$ cat config.mk
export PLATFORM = sky130hd
export DESIGN_NAME = uart_boot_loader
export DESIGN_NICKNAME = d
export VERILOG_FILES = /design/src/rtl/uart_boot_loader.sv
export SDC_FILE = /design/constraint.sdc
export NUM_CORES = 1
export LEC_CHECK = 0
export ABC_AREA = 0
export CAP_MARGIN = 10
export CORE_MARGIN = 4
export CORE_UTILIZATION = 40
export CTS_CLUSTER_SIZE = 12
export DETAILED_ROUTE_END_ITERATION = 10
export PLACE_DENSITY = 0.62
export SETUP_SLACK_MARGIN = 0.4
export SYNTH_ARGS = -nofsm -noshare
export SYNTH_HDL_FRONTEND = slang
export SYNTH_SLANG_ARGS = --single-unit
$ cat constraint.sdc
create_clock -name clk -period 2.5 [get_ports clk]
set_input_delay 0.375 -clock clk [delete_from_list [all_inputs] [get_ports clk]]
set_output_delay 0.375 -clock clk [all_outputs]
set_load 0.02 [all_outputs]
$ cat src/rtl/uart_boot_loader.sv
// rtl/uart_boot_loader.sv - UART boot loader: frames a byte stream into memory writes, holds core in reset until done
// Optional payload checksum byte: define BOOT_CHECKSUM_EN.
module uart_boot_loader #(
  parameter int unsigned MEMORY_SIZE    = 4096,
  parameter int unsigned TIMEOUT_CYCLES = 25000000,
  parameter logic [7:0]  SYNC_BYTE      = 8'hA5
) (
  input  logic        clk,
  input  logic        rst_n,
  input  logic        rx_valid,
  input  logic [7:0]  rx_data,
  output logic        mem_we,
  output logic [31:0] mem_addr,
  output logic [31:0] mem_wdata,
  output logic        core_rst_n,
  output logic        boot_done,
  output logic        boot_error
);

  localparam int unsigned MAX_WORDS = MEMORY_SIZE / 4;

  typedef enum logic [2:0] {
    S_WAIT_SYNC,
    S_LEN_LO,
    S_LEN_HI,
    S_DATA,
`ifdef BOOT_CHECKSUM_EN
    S_CHECK,
`endif
    S_DONE,
    S_ERROR
  } state_t;

  // State entered once the payload (or an empty frame) has been consumed.
`ifdef BOOT_CHECKSUM_EN
  localparam state_t END_STATE = S_CHECK;
`else
  localparam state_t END_STATE = S_DONE;
`endif

  state_t      state_q, state_n;
  logic [7:0]  len_lo_q, len_lo_n;
  logic [15:0] len_q, len_n;
  logic [15:0] word_q, word_n;
  logic [1:0]  bcnt_q, bcnt_n;
  logic [31:0] asm_q, asm_n;
  logic [31:0] tmo_q, tmo_n;
  logic        mem_we_n;
  logic [31:0] mem_addr_n, mem_wdata_n;
  logic        tmo_hit;
`ifdef BOOT_CHECKSUM_EN
  logic [7:0]  csum_q, csum_n;
`endif

  assign tmo_hit = (tmo_q == TIMEOUT_CYCLES - 1);

  // State, datapath and registered outputs.
  always_ff @(posedge clk or negedge rst_n) begin
    if (!rst_n) begin
      state_q    <= S_WAIT_SYNC;
      len_lo_q   <= '0;
      len_q      <= '0;
      word_q     <= '0;
      bcnt_q     <= '0;
      asm_q      <= '0;
      tmo_q      <= '0;
      mem_we     <= 1'b0;
      mem_addr   <= '0;
      mem_wdata  <= '0;
      core_rst_n <= 1'b0;
      boot_done  <= 1'b0;
      boot_error <= 1'b0;
`ifdef BOOT_CHECKSUM_EN
      csum_q     <= '0;
`endif
    end else begin
      state_q    <= state_n;
      len_lo_q   <= len_lo_n;
      len_q      <= len_n;
      word_q     <= word_n;
      bcnt_q     <= bcnt_n;
      asm_q      <= asm_n;
      tmo_q      <= tmo_n;
      mem_we     <= mem_we_n;
      mem_addr   <= mem_addr_n;
      mem_wdata  <= mem_wdata_n;
      core_rst_n <= (state_n == S_DONE);
      boot_done  <= (state_n == S_DONE);
      boot_error <= (state_n == S_ERROR);
`ifdef BOOT_CHECKSUM_EN
      csum_q     <= csum_n;
`endif
    end
  end

  // Frame parser: next state, counters and write request. Timeout always beats rx_valid.
  always_comb begin
    state_n     = state_q;
    len_lo_n    = len_lo_q;
    len_n       = len_q;
    word_n      = word_q;
    bcnt_n      = bcnt_q;
    asm_n       = asm_q;
    mem_we_n    = 1'b0;
    mem_addr_n  = mem_addr;
    mem_wdata_n = mem_wdata;
    // Inside a frame the counter measures the gap since the last byte.
    tmo_n       = rx_valid ? 32'd0 : tmo_q + 32'd1;
`ifdef BOOT_CHECKSUM_EN
    csum_n      = csum_q;
`endif
    case (state_q)
      S_WAIT_SYNC: begin
        // Non-sync bytes do not extend the boot window.
        tmo_n = tmo_q + 32'd1;
        if (tmo_hit) begin
          state_n = S_DONE;
        end else if (rx_valid && rx_data == SYNC_BYTE) begin
          state_n = S_LEN_LO;
          tmo_n   = '0;
        end
      end
      S_LEN_LO: begin
        if (tmo_hit) begin
          state_n = S_ERROR;
        end else if (rx_valid) begin
          len_lo_n = rx_data;
          state_n  = S_LEN_HI;
        end
      end
      S_LEN_HI: begin
        if (tmo_hit) begin
          state_n = S_ERROR;
        end else if (rx_valid) begin
          len_n  = {rx_data, len_lo_q};
          word_n = '0;
          bcnt_n = '0;
`ifdef BOOT_CHECKSUM_EN
          csum_n = '0;
`endif
          if (len_n == 16'd0) begin
            state_n = END_STATE;
          end else if ({16'd0, len_n} > MAX_WORDS) begin
            state_n = S_ERROR;
          end else begin
            state_n = S_DATA;
          end
        end
      end
      S_DATA: begin
        // Release only after the final write strobe has been presented.
        if (mem_we && word_q == len_q) begin
          state_n = END_STATE;
        end else if (tmo_hit) begin
          state_n = S_ERROR;
        end else if (rx_valid) begin
          asm_n  = {rx_data, asm_q[31:8]};
          bcnt_n = bcnt_q + 2'd1;
`ifdef BOOT_CHECKSUM_EN
          csum_n = csum_q ^ rx_data;
`endif
          if (bcnt_q == 2'd3) begin
            mem_we_n    = 1'b1;
            mem_addr_n  = {14'd0, word_q, 2'b00};
            mem_wdata_n = asm_n;
            word_n      = word_q + 16'd1;
          end
        end
      end
`ifdef BOOT_CHECKSUM_EN
      S_CHECK: begin
        if (tmo_hit) begin
          state_n = S_ERROR;
        end else if (rx_valid) begin
          state_n = (rx_data == csum_q) ? S_DONE : S_ERROR;
        end
      end
`endif
      default: begin
        // DONE and ERROR are terminal; application traffic is ignored.
        tmo_n = tmo_q;
      end
    endcase
  end

endmodule

# Word level (Yosys, flattened, before mapping)
# Cells that the tools add are included.
# W data, S select, Z words.
[totals] word_cells=79 input_bits=11 output_inout_bits=68 regBits=160
[classes] order_cmp=1 reduce_logical=13 muxes=33 bitwise_logic=2 n_eq_ne=15 addsub=3
[ops] operator="$mux W16" n=6
[ops] operator="$mux W32" n=3
[ops] operator="$pmux W32 S2" n=1
[ops] operator="$add A32 B1 Y32 const B" n=1
[ops] operator="$eq A32 B25 Y1 const B" n=1
[ops] operator="$pmux W16 S2" n=1
[ops] operator="$mux W3" n=10
[ops] operator="$add A16 B1 Y16 const B" n=1
[ops] operator="$eq A16 B16 Y1" n=1
[ops] operator="$gt A16 B11 Y1 const B" n=1
[ops] operator="$logic_not A16 Y1" n=1
[ops] operator="$ne A2 B2 Y1 const B" n=6
[ops] operator="$pmux W3 S4" n=1
[ops] operator="$mux W2" n=5
[ops] operator="$eq A8 B8 Y1 const B" n=1
[ops] operator="$reduce_and A7 Y1" n=1
[ops] operator="$eq A3 B2 Y1 const B" n=2
[ops] operator="$eq A3 B3 Y1 const B" n=2
[ops] operator="$reduce_and A3 Y1" n=2
[ops] operator="$reduce_and A6 Y1" n=1
[ops] operator="$mux W1" n=5
[ops] operator="$reduce_and A5 Y1" n=1
[ops] operator="$pmux W2 S2" n=1
[ops] operator="$reduce_and A4 Y1" n=1
[ops] operator="other kinds (8)" n=11

# Logic depth before layout (Yosys ltp)
# Gate-level depths: netlist (run 1).
[depth] word_depth=7 ltp_mapped=9 ltp_nobuf=7

# Worst setup path after synthesis (run 1)
# Ideal clock, no wire load.
[synth_path] path_type="reg2reg" startpoint="register tmo_q[0]" endpoint="register word_q[10]" n_path_buf=1 setup_time_ns=0.066 path_stages_with_launch=9 arrival_ns=2.134 slack_ns=0.300 t_required_ns=2.434 period_less_slack_ns=2.200 cell_sequence="dfrtp_1 > ha_1 > nand4_2 > nor4_4 > a31oi_4 > and3_4 > buf_6 > or4_1 > nand2_1"
[synth_between] elab_chain_cells=3 elab_cells_between_ends=4 classes_between="eq/ne (3); reduce/logical (1)"
[synth_rtl] element="from (decl)" line="47" source="logic [31:0] tmo_q, tmo_n;"
[synth_rtl] element="from (signal assigned)" line="83" source="tmo_q <= tmo_n;"
[synth_rtl] element="$eq A32 B25 Y1 (*)" line="55" source="assign tmo_hit = (tmo_q == TIMEOUT_CYCLES - 1);"
[synth_rtl] element="$ne A2 B2 Y1 (no source line)"
[synth_rtl] element="$reduce_and A7 Y1 (no source line) (*)"
[synth_rtl] element="to (signal assigned)" line="80" source="word_q <= word_n;"
[synth_rtl] element="to (decl)" line="44" source="logic [15:0] word_q, word_n;"
# Mark *: on every way between the ends. The rest lies on a longest branch, timed or not.
# A chain may end at the register's enable or synchronous reset.

# Final worst setup path (run 1)
[layout_path] startpoint="register word_q[13]" endpoint="register asm_q[26]"
[layout_between] elab_chain_cells=4
[layout_rtl] element="$eq A16 B16 Y1" line="152" source="if (mem_we && word_q == len_q) begin"
[layout_rtl] element="$logic_and A1 B1 Y1" line="152"
[layout_rtl] element="$not A1 Y1 (no source line)"
[layout_rtl] element="$reduce_and A4 Y1 (no source line)"
[layout_rtl] element="to (signal assigned)" line="82" source="asm_q <= asm_n;"
[layout_rtl] element="to (decl)" line="46" source="logic [31:0] asm_q, asm_n;"
# No other way between the ends.

==> results of run 1 <==
==> layout by cell type, fill, tap and decap left out, types with 6 or more instances in the layout <==
cell             instances
a21oi_1                 11
and3_1                   9
buf_4                   63
clkbuf_16               17
clkdlybuf4s50_1         61
conb_1                  16
dfrtp_1                146
dfrtp_2                  6
inv_1                    9
inv_6                    6
mux2_2                  76
mux2_4                   6
nand2_1                 82
nand3_1                 26
nand4_1                 15
nor2_1                  30
nor3_1                   7
nor4_1                   8
o211ai_1                 9
o21ai_0                 13
or3_1                    7
or4_1                    9
xor2_1                  31
==> how the worst min path moves through the flow <==
| stage | from | to | slack [ns] | cells after the start |
|---|---|---|---|---|
| 2_1_floorplan | rst_n | asm_q[10]$_DFFE_PN0P_ | 0.08 | 0 |
| 3_3_place_gp | rst_n | mem_addr[12]$_DFFE_PN0P_ | 0.41 | 1 |
| 3_5_place_dp | rst_n | mem_addr[12]$_DFFE_PN0P_ | 0.42 | 1 |
| 4_1_cts | bcnt_q[0]$_DFFE_PN0P_ | bcnt_q[0]$_DFFE_PN0P_ | 0.49 | 1 |
| 5_1_grt | asm_q[10]$_DFFE_PN0P_ | asm_q[10]$_DFFE_PN0P_ | 0.51 | 1 |
| 6_report | bcnt_q[0]$_DFFE_PN0P_ | bcnt_q[0]$_DFFE_PN0P_ | 0.49 | 1 |
==> timing repair <==
action / in CTS / in global routing
endpoints found under the setup margin: 118 / 139
cloned: 7 / 0
gates resized for setup: 28 / 26
hold endpoints to repair: 60 / 0
hold buffers: 1 / 0
setup buffers: 14 / 6
pin swaps: 21 / 3
==> area by class of cell <==
type	instances	area, um^2	share of cell area [%]
clock buffer	19	433	4.69
clock inverter	13	110	1.19
inverter	9	33.8	0.366
multi-input combinational	439	3250	35.3
sequential	152	3810	41.3
tap	225	282	3.05
timing repair buffer	137	1300	14.1
==> power by group through the flow <==
stage               registers [uW]  logic, uW  clock network [uW]
global placement              3050        681                   0
CTS                           3020        812                2430
floorplan                     2980        504                   0
finish                        3030        850                2380
global route                  3070        947                2530
detailed placement            3060        706                   0
==> metal layers <==
metal  share of wire (%)  vias up
li1                    -     2474
met1                  46     2692
met2                  48      166
met3                 4.4       24
met4                 1.8        0
met5                   0        -
==> cells by family after synthesis <==
| logic type | count (synthesis) | synth area share, % |
|---|---|---|
| adder cells (fa/ha/maj) | 3 | 0.534 |
| XOR/XNOR | 36 | 4.48 |
| multiplexers | 83 | 13.3 |
| AND/OR/NAND/NOR | 235 | 17.3 |
| AO/OA/AOI/OAI | 62 | 6.21 |
| flip-flops | 152 | 54.1 |
| other | 1 | 0.0533 |
| buffers and inverters | 51 | 4.06 |
==> through the flow <==
step,setup WS [ns],hold WS (ns),instance area [um^2],utilization (%)
floorplan,0.371,0.0794,7110,-
global placement,0.138,0.412,8200,47.6
detailed placement,0.0663,0.415,8200,47.6
CTS,0.329,0.494,9070,52.6
global route,0.237,0.512,9220,53.5
finish,0.322,0.487,9220,53.5
==> flip-flops by register name (all words and copies together), names as in the netlist <==
register,flops
mem_addr,16
boot_error,1
tmo_q,32
len_q,16
bcnt_q,2
len_lo_q,8
asm_q,24
mem_we,1
mem_wdata,32
boot_done,1
state_q,3
word_q,16
==> critical path, delay by kind of cell, from the launching register on <==
family        cells  cell delay, ns
xor+xnor          1            0.17
buf+inv           1            0.16
flops             1            0.43
mux               1            0.36
simple gates      4            0.94
==> run_summary.xml, run 1 <==
<?xml version="1.0" encoding="UTF-8"?>
<metrics>
  <group name="power">
    <metric name="power_density" unit="nW/um^2">678</metric>
    <metric name="vdd_ir_drop_max" unit="mV">0.555</metric>
    <metric name="p_leak" unit="uW">0.00433</metric>
    <metric name="power_frac_clock" unit="%">38.0</metric>
    <metric name="p_switching" unit="uW">1780</metric>
    <metric name="power_switching_share" unit="%">28.5</metric>
    <metric name="seq_power_share" unit="%">48.4</metric>
    <metric name="totalPowerFinal" unit="uW">6260</metric>
    <metric name="p_comb_share" unit="%">13.6</metric>
    <metric name="p_int" unit="uW">4480</metric>
  </group>
  <group name="critical_path">
    <metric name="cp_cell_sequence" unit="">xor2_1 -&gt; nor4_1 -&gt; nand3_1 -&gt; buf_4 -&gt; or2_4 -&gt; nand4_4 -&gt; mux2_2</metric>
    <metric name="r2r_setup_slack" unit="ns">0.32</metric>
    <metric name="timing.rr.start" unit="">word_q[13]$_DFFE_PN0P_</metric>
    <metric name="cp_slowest_cell" unit="">dfrtp_1</metric>
    <metric name="crit_path_start_kind" unit="">flip-flop</metric>
    <metric name="reg2reg_depth" unit="">7</metric>
    <metric name="critPathMaxStageDelay" unit="ns">0.43</metric>
    <metric name="data_arrival_time_at_the_worst_slack_endpoint" unit="ns">2.49</metric>
    <metric name="cp-endpoint" unit="">asm_q[26]$_DFFE_PN0P_</metric>
    <metric name="critical_path.reg2reg.endpoint" unit="">asm_q[26]$_DFFE_PN0P_</metric>
    <metric name="cp_max_fo" unit="">12</metric>
    <metric name="cp-startpoint" unit="">word_q[13]$_DFFE_PN0P_</metric>
    <metric name="critPathKind" unit="">reg2reg</metric>
    <metric name="endpoint_kind" unit="">flip-flop</metric>
    <metric name="cp.required" unit="ns">2.81</metric>
  </group>
  <group name="cells_and_area">
    <metric name="layout-drive-gt1-share" unit="%">29.8</metric>
    <metric name="finish.net_count" unit="">770</metric>
    <metric name="areaGrowthSynthToFinish" unit="%">31.1</metric>
    <metric name="antenna_diode_count" unit="">0</metric>
    <metric name="final_cells" unit="">994</metric>
    <metric name="fillers" unit="">1422</metric>
  </group>
  <group name="clocking">
    <metric name="tritoncts.num_buffers" unit="">17</metric>
    <metric name="cts_tree" unit="">built</metric>
    <metric name="cts.clk_slew.worst_paths" unit="ns">0.06</metric>
    <metric name="cts.sinks" unit="">152</metric>
    <metric name="clockRootBuffer" unit="">clkbuf_16</metric>
    <metric name="clock_tree.htree_level_count" unit="">4</metric>
    <metric name="clock_insertion_delay_worst_skew" unit="ns">0.43</metric>
    <metric name="clock_tree.buffer_depth" unit="">2</metric>
  </group>
  <group name="synthesis">
    <metric name="synthArstFlopShare" unit="%">100</metric>
    <metric name="synth.top_cells.by_count" unit="">152 x dfrtp_1, 85 x nand2_1, 82 x mux2_2</metric>
    <metric name="synthDistinctLibCells" unit="">58</metric>
    <metric name="share_of_synthesized_area_occupied_by_flip_flops_and_latches" unit="%">54.1</metric>
    <metric name="synthMostInstantiatedCell" unit="">dfrtp_1</metric>
    <metric name="syn_area" unit="um^2">7030</metric>
    <metric name="synthTopCellsByArea" unit="">dfrtp_1 54%, mux2_2 13%, nand2_1 4.5%</metric>
    <metric name="synth_warnings" unit="">0</metric>
    <metric name="synthDominantAreaCellType" unit="">dfrtp_1</metric>
    <metric name="synth-main-ff-cell" unit="">dfrtp_1</metric>
    <metric name="ys_ff_latch" unit="">152</metric>
    <metric name="synth_top_area_share" unit="%">54.1</metric>
    <metric name="postSynthCellCount" unit="">623</metric>
    <metric name="synth-edff-count" unit="">0</metric>
    <metric name="syn_area_per_cell" unit="um^2">11.3</metric>
  </group>
  <group name="timing">
    <metric name="period_needed" unit="ns">2.18</metric>
    <metric name="fmaxAchievable" unit="MHz">459</metric>
    <metric name="setup_viol" unit="">0</metric>
    <metric name="total_count_of_max_transition_violations_in_the_final_report" unit="">0</metric>
    <metric name="fin_setup_tns" unit="ns">0</metric>
    <metric name="worst-slew-pin-transition" unit="ns">0.609</metric>
    <metric name="rsz0062_at_grt" unit="">yes</metric>
    <metric name="slew-limit-headroom" unit="%">59.4</metric>
    <metric name="layout_worst_path_cycle_share" unit="%">87.1</metric>
    <metric name="final_hold_viol_count" unit="">0</metric>
    <metric name="fin_skew" unit="ns">0.0104</metric>
  </group>
  <group name="placement">
    <metric name="dp_hpwl" unit="um">11300</metric>
    <metric name="gpl.final_weighted_congestion" unit="">0.868</metric>
    <metric name="io_buffer_count" unit="">62</metric>
    <metric name="place.detailed.instances" unit="">934</metric>
  </group>
  <group name="floorplanning">
    <metric name="initial_core_util" unit="%">40.8</metric>
    <metric name="core_region_area" unit="um^2">17200</metric>
    <metric name="ios" unit="">79</metric>
    <metric name="fp.dieArea" unit="um^2">19800</metric>
    <metric name="floorplan.rows" unit="">48</metric>
    <metric name="die_x" unit="um">141</metric>
    <metric name="dieHeight" unit="um">141</metric>
  </group>
  <group name="drt">
    <metric name="drtAntennaViolNets" unit="">0</metric>
    <metric name="mean_routed_wirelength_per_cell" unit="um">17.8</metric>
    <metric name="first_iter_violations" unit="">384</metric>
    <metric name="drt_first_pass_iters" unit="">5</metric>
    <metric name="drc" unit="">0</metric>
    <metric name="routed_via_density" unit="">5.39</metric>
    <metric name="drt-total-wl" unit="um">17700</metric>
    <metric name="dr_total_vias" unit="">5356</metric>
  </group>
  <group name="min_path">
    <metric name="worst_hold_path_type" unit="">reg2reg</metric>
  </group>
  <group name="run">
    <metric name="max_cap_violations" unit="">0</metric>
  </group>
  <group name="global_route">
    <metric name="grt_overflow_total" unit="">0</metric>
    <metric name="grt.total_usage" unit="%">18.2</metric>
    <metric name="global_route_wire_length_before_repair" unit="um">28700</metric>
    <metric name="use_met2" unit="%">29.1</metric>
    <metric name="grt_pass1_vias" unit="">5428</metric>
    <metric name="grt_antenna_before_repair" unit="">0</metric>
    <metric name="globalRouteMet3Util" unit="%">3.43</metric>
    <metric name="global_route.peak_usage_layer" unit="">met2</metric>
    <metric name="grt_start_max_net_pins" unit="">65</metric>
    <metric name="gr-usage-met1" unit="%">24.8</metric>
  </group>
  <group name="run_status">
    <metric name="status" unit="">finished, final reports clean</metric>
  </group>
</metrics>
Power figures use the tool's default switching activity.
==> run 2, diff against run 1 <==
--- a/config.mk
+++ b/config.mk
@@ -13,6 +13,7 @@
 export DETAILED_ROUTE_END_ITERATION = 10
 export PLACE_DENSITY = 0.62
 export SETUP_SLACK_MARGIN = 0.4
+export SKIP_LAST_GASP = 1
 export SYNTH_ARGS = -nofsm -noshare
 export SYNTH_HDL_FRONTEND = slang
 export SYNTH_SLANG_ARGS = --single-unit
==> results of run 2 <==
The final DEF is identical to that of run 1; final timing and power are the same.
==> run 3, diff against run 2 <==
--- a/config.mk
+++ b/config.mk
@@ -9,6 +9,7 @@
 export CAP_MARGIN = 10
 export CORE_MARGIN = 4
 export CORE_UTILIZATION = 40
+export CTS_BUF_LIST = sky130_fd_sc_hd__clkbuf_4
 export CTS_CLUSTER_SIZE = 12
 export DETAILED_ROUTE_END_ITERATION = 10
 export PLACE_DENSITY = 0.62
==> run 3 against run 2 <==
Effect of this change:
- global-route usage decreased by 0.63 points
- design area is 2.3% higher
- clock power shrank 41%
- largest power group unchanged
- worst hold slack worse by 0.12 ns
- via count is 3.3% higher
- critical path depth increased by 2
- non-clock buffer count increased by 14
- flip-flop and latch count did not move
==> run_summary.xml, run 3 (synthesis results as in run 1) <==
<?xml version="1.0" encoding="UTF-8"?>
<metrics>
  <group name="timing">
    <metric name="fin_worst_hold_slack" unit="ns">0.367</metric>
    <metric name="layout_worst_path_cycle_share" unit="%">91.2</metric>
    <metric name="period_needed" unit="ns">2.28</metric>
    <metric name="fmaxAchievable" unit="MHz">439</metric>
    <metric name="slew-limit-headroom" unit="%">59.1</metric>
    <metric name="fin_skew" unit="ns">0.0236</metric>
    <metric name="worst-slew-pin-transition" unit="ns">0.613</metric>
    <metric name="fin_setup_tns" unit="ns">0</metric>
    <metric name="total_count_of_max_transition_violations_in_the_final_report" unit="">0</metric>
    <metric name="rsz0062_at_grt" unit="">yes</metric>
    <metric name="final_hold_viol_count" unit="">0</metric>
    <metric name="setup_viol" unit="">0</metric>
  </group>
  <group name="placement">
    <metric name="dp_hpwl" unit="um">11300</metric>
    <metric name="gpl.final_weighted_congestion" unit="">0.868</metric>
    <metric name="io_buffer_count" unit="">62</metric>
  </group>
  <group name="floorplanning">
    <metric name="ios" unit="">79</metric>
    <metric name="dieHeight" unit="um">141</metric>
    <metric name="initial_core_util" unit="%">40.8</metric>
    <metric name="floorplan.rows" unit="">48</metric>
    <metric name="core_region_area" unit="um^2">17200</metric>
    <metric name="fp.dieArea" unit="um^2">19800</metric>
    <metric name="die_x" unit="um">141</metric>
  </group>
  <group name="global_route">
    <metric name="grt.total_usage" unit="%">17.6</metric>
    <metric name="grt_start_max_net_pins" unit="">65</metric>
    <metric name="grt_pass1_vias" unit="">5359</metric>
    <metric name="global_route_wire_length_before_repair" unit="um">27800</metric>
    <metric name="grt_antenna_before_repair" unit="">1</metric>
    <metric name="grt_overflow_total" unit="">0</metric>
  </group>
  <group name="drt">
    <metric name="routed_via_density" unit="">5.48</metric>
    <metric name="drtAntennaViolNets" unit="">0</metric>
    <metric name="drc" unit="">0</metric>
    <metric name="mean_routed_wirelength_per_cell" unit="um">18.5</metric>
    <metric name="drt_first_pass_iters" unit="">5</metric>
    <metric name="first_iter_violations" unit="">373</metric>
    <metric name="dr_total_vias" unit="">5533</metric>
    <metric name="drt-total-wl" unit="um">18700</metric>
  </group>
  <group name="critical_path">
    <metric name="endpoint_kind" unit="">flip-flop</metric>
    <metric name="cp_num_buf_inv" unit="">3</metric>
    <metric name="data_arrival_time_at_the_worst_slack_endpoint" unit="ns">2.74</metric>
    <metric name="crit_path_start_kind" unit="">flip-flop</metric>
    <metric name="critical_path_depth" unit="">9</metric>
    <metric name="cp_cell_sequence" unit="">ha_2 -&gt; nand4_4 -&gt; nor4_4 -&gt; buf_4 -&gt; a31oi_4 -&gt; buf_6 -&gt; o211a_4 -&gt; clkbuf_16 -&gt; mux2_2</metric>
    <metric name="cp_max_fo" unit="">8</metric>
    <metric name="cp.required" unit="ns">2.96</metric>
    <metric name="reg2reg_depth" unit="">9</metric>
    <metric name="cp_slowest_cell" unit="">dfrtp_1</metric>
    <metric name="path_delay_family" unit="">compound AO/OA/AOI/OAI gates</metric>
    <metric name="critPathMaxStageDelay" unit="ns">0.41</metric>
    <metric name="critPathKind" unit="">reg2reg</metric>
  </group>
  <group name="clocking">
    <metric name="clockRootBuffer" unit="">clkbuf_4</metric>
    <metric name="cts.clk_slew.worst_paths" unit="ns">0.14</metric>
    <metric name="cts_tree" unit="">built</metric>
    <metric name="clock_insertion_delay_worst_skew" unit="ns">0.57</metric>
    <metric name="cts.sinks" unit="">152</metric>
    <metric name="tritoncts.num_buffers" unit="">17</metric>
    <metric name="clock_tree.buffer_depth" unit="">2</metric>
    <metric name="clock_tree.htree_level_count" unit="">4</metric>
  </group>
  <group name="power">
    <metric name="power_density" unit="nW/um^2">564</metric>
    <metric name="vdd_ir_drop_max" unit="mV">0.326</metric>
    <metric name="p_leak" unit="uW">0.00451</metric>
  </group>
  <group name="run_status">
    <metric name="status" unit="">finished, final reports clean</metric>
  </group>
  <group name="cells_and_area">
    <metric name="reg_top3" unit="">mem_wdata x32, tmo_q x32, asm_q x24</metric>
    <metric name="layout-drive-gt1-share" unit="%">34.7</metric>
    <metric name="areaGrowthSynthToFinish" unit="%">34.1</metric>
    <metric name="finish.net_count" unit="">785</metric>
    <metric name="finalCoreUtilization" unit="%">54.7</metric>
    <metric name="regArea" unit="um^2">3810</metric>
    <metric name="layout.cells.most_common" unit="">dfrtp_1</metric>
    <metric name="final_cell_mix" unit="">147 x dfrtp_1, 68 x nand2_1, 62 x buf_4, 61 x clkdlybuf4s50_1, 58 x mux2_2</metric>
    <metric name="fillers" unit="">1390</metric>
    <metric name="multiInputGateArea" unit="um^2">3530</metric>
  </group>
  <group name="min_path">
    <metric name="worst_hold_path_type" unit="">in2async</metric>
  </group>
  <group name="run">
    <metric name="max_cap_violations" unit="">0</metric>
  </group>
</metrics>
run 3: changes by cell type in the layout (fill, tap and decap cells not counted), moves of 10 or more:
| cell | change |
|---|---|
| buf_6 | +10 |
| clkbuf_16 | -11 |
| clkbuf_4 | +19 |
| mux2_2 | -18 |
| mux2_4 | +18 |
| nand2_1 | -14 |
| nand2_2 | +10 |
run 3: metal layers:
| metal | share of wire [%] | wire, um | GRT usage [%] | vias to the layer above |
|---|---|---|---|---|
| met4 | 1.7 | 309 | 6.37 | 0 |
| li1 | - | - | - | 2510 |
| met5 | 0 | 0 | 0 | - |
| met1 | 44 | 8230 | 24.0 | 2789 |
| met2 | 49 | 9140 | 28.1 | 204 |
| met3 | 5.2 | 974 | 3.36 | 30 |
run 3: final timing paths:
path	from	endpoint	slack [ns]
min in group clk	bcnt_q[0]$_DFFE_PN0P_	bcnt_q[0]$_DFFE_PN0P_	0.50
worst max-delay path	tmo_q[1]$_DFFE_PN0P_	mem_wdata[9]$_DFFE_PN0P_	0.22
worst min-delay path	rst_n	mem_addr[11]$_DFFE_PN0P_	0.37
max in group asynchronous	rst_n	mem_wdata[30]$_DFFE_PN0P_	1.45
worst min register to register	bcnt_q[0]$_DFFE_PN0P_	bcnt_q[0]$_DFFE_PN0P_	0.50
worst max register to register	tmo_q[1]$_DFFE_PN0P_	mem_wdata[9]$_DFFE_PN0P_	0.22
run 3: power breakdown:
part	switching, uW	internal (uW)
sequential	270	2760
clock	954	443
combinational	455	442
total	1680	3640
run 3: repair_timing:
action | 4_1_cts | 5_1_grt
hold endpoints to repair | 60 | 0
gates resized for setup | 29 | 97
hold buffers | 1 | 0
buffers inserted | 15 | 13
endpoints found under the setup margin | 124 | 137
pin swaps | 20 | 33
gates cloned | 5 | 9
run 3: cell type report:
type,count,area share [%]
flip-flops and latches,152,40.4
multi-input cells,440,37.4
repair buffers,151,16.2
well taps,225,2.98
clock buffers,19,1.51
clock inverters,13,1.17
inverters,9,0.358
diodes,1,0.0265
run 3: metrics by stage:
stage          area [um^2]  instances  power (uW)  setup WS (ns)
3_5_place_dp          8200        934        3770         0.0663
5_1_grt               9430       1010        5600          0.181
6_report              9430       1010        5320          0.221
2_1_floorplan         7110        638        3490          0.371
3_3_place_gp          8200        934        3730          0.138
4_1_cts               8740        987        5250          0.292
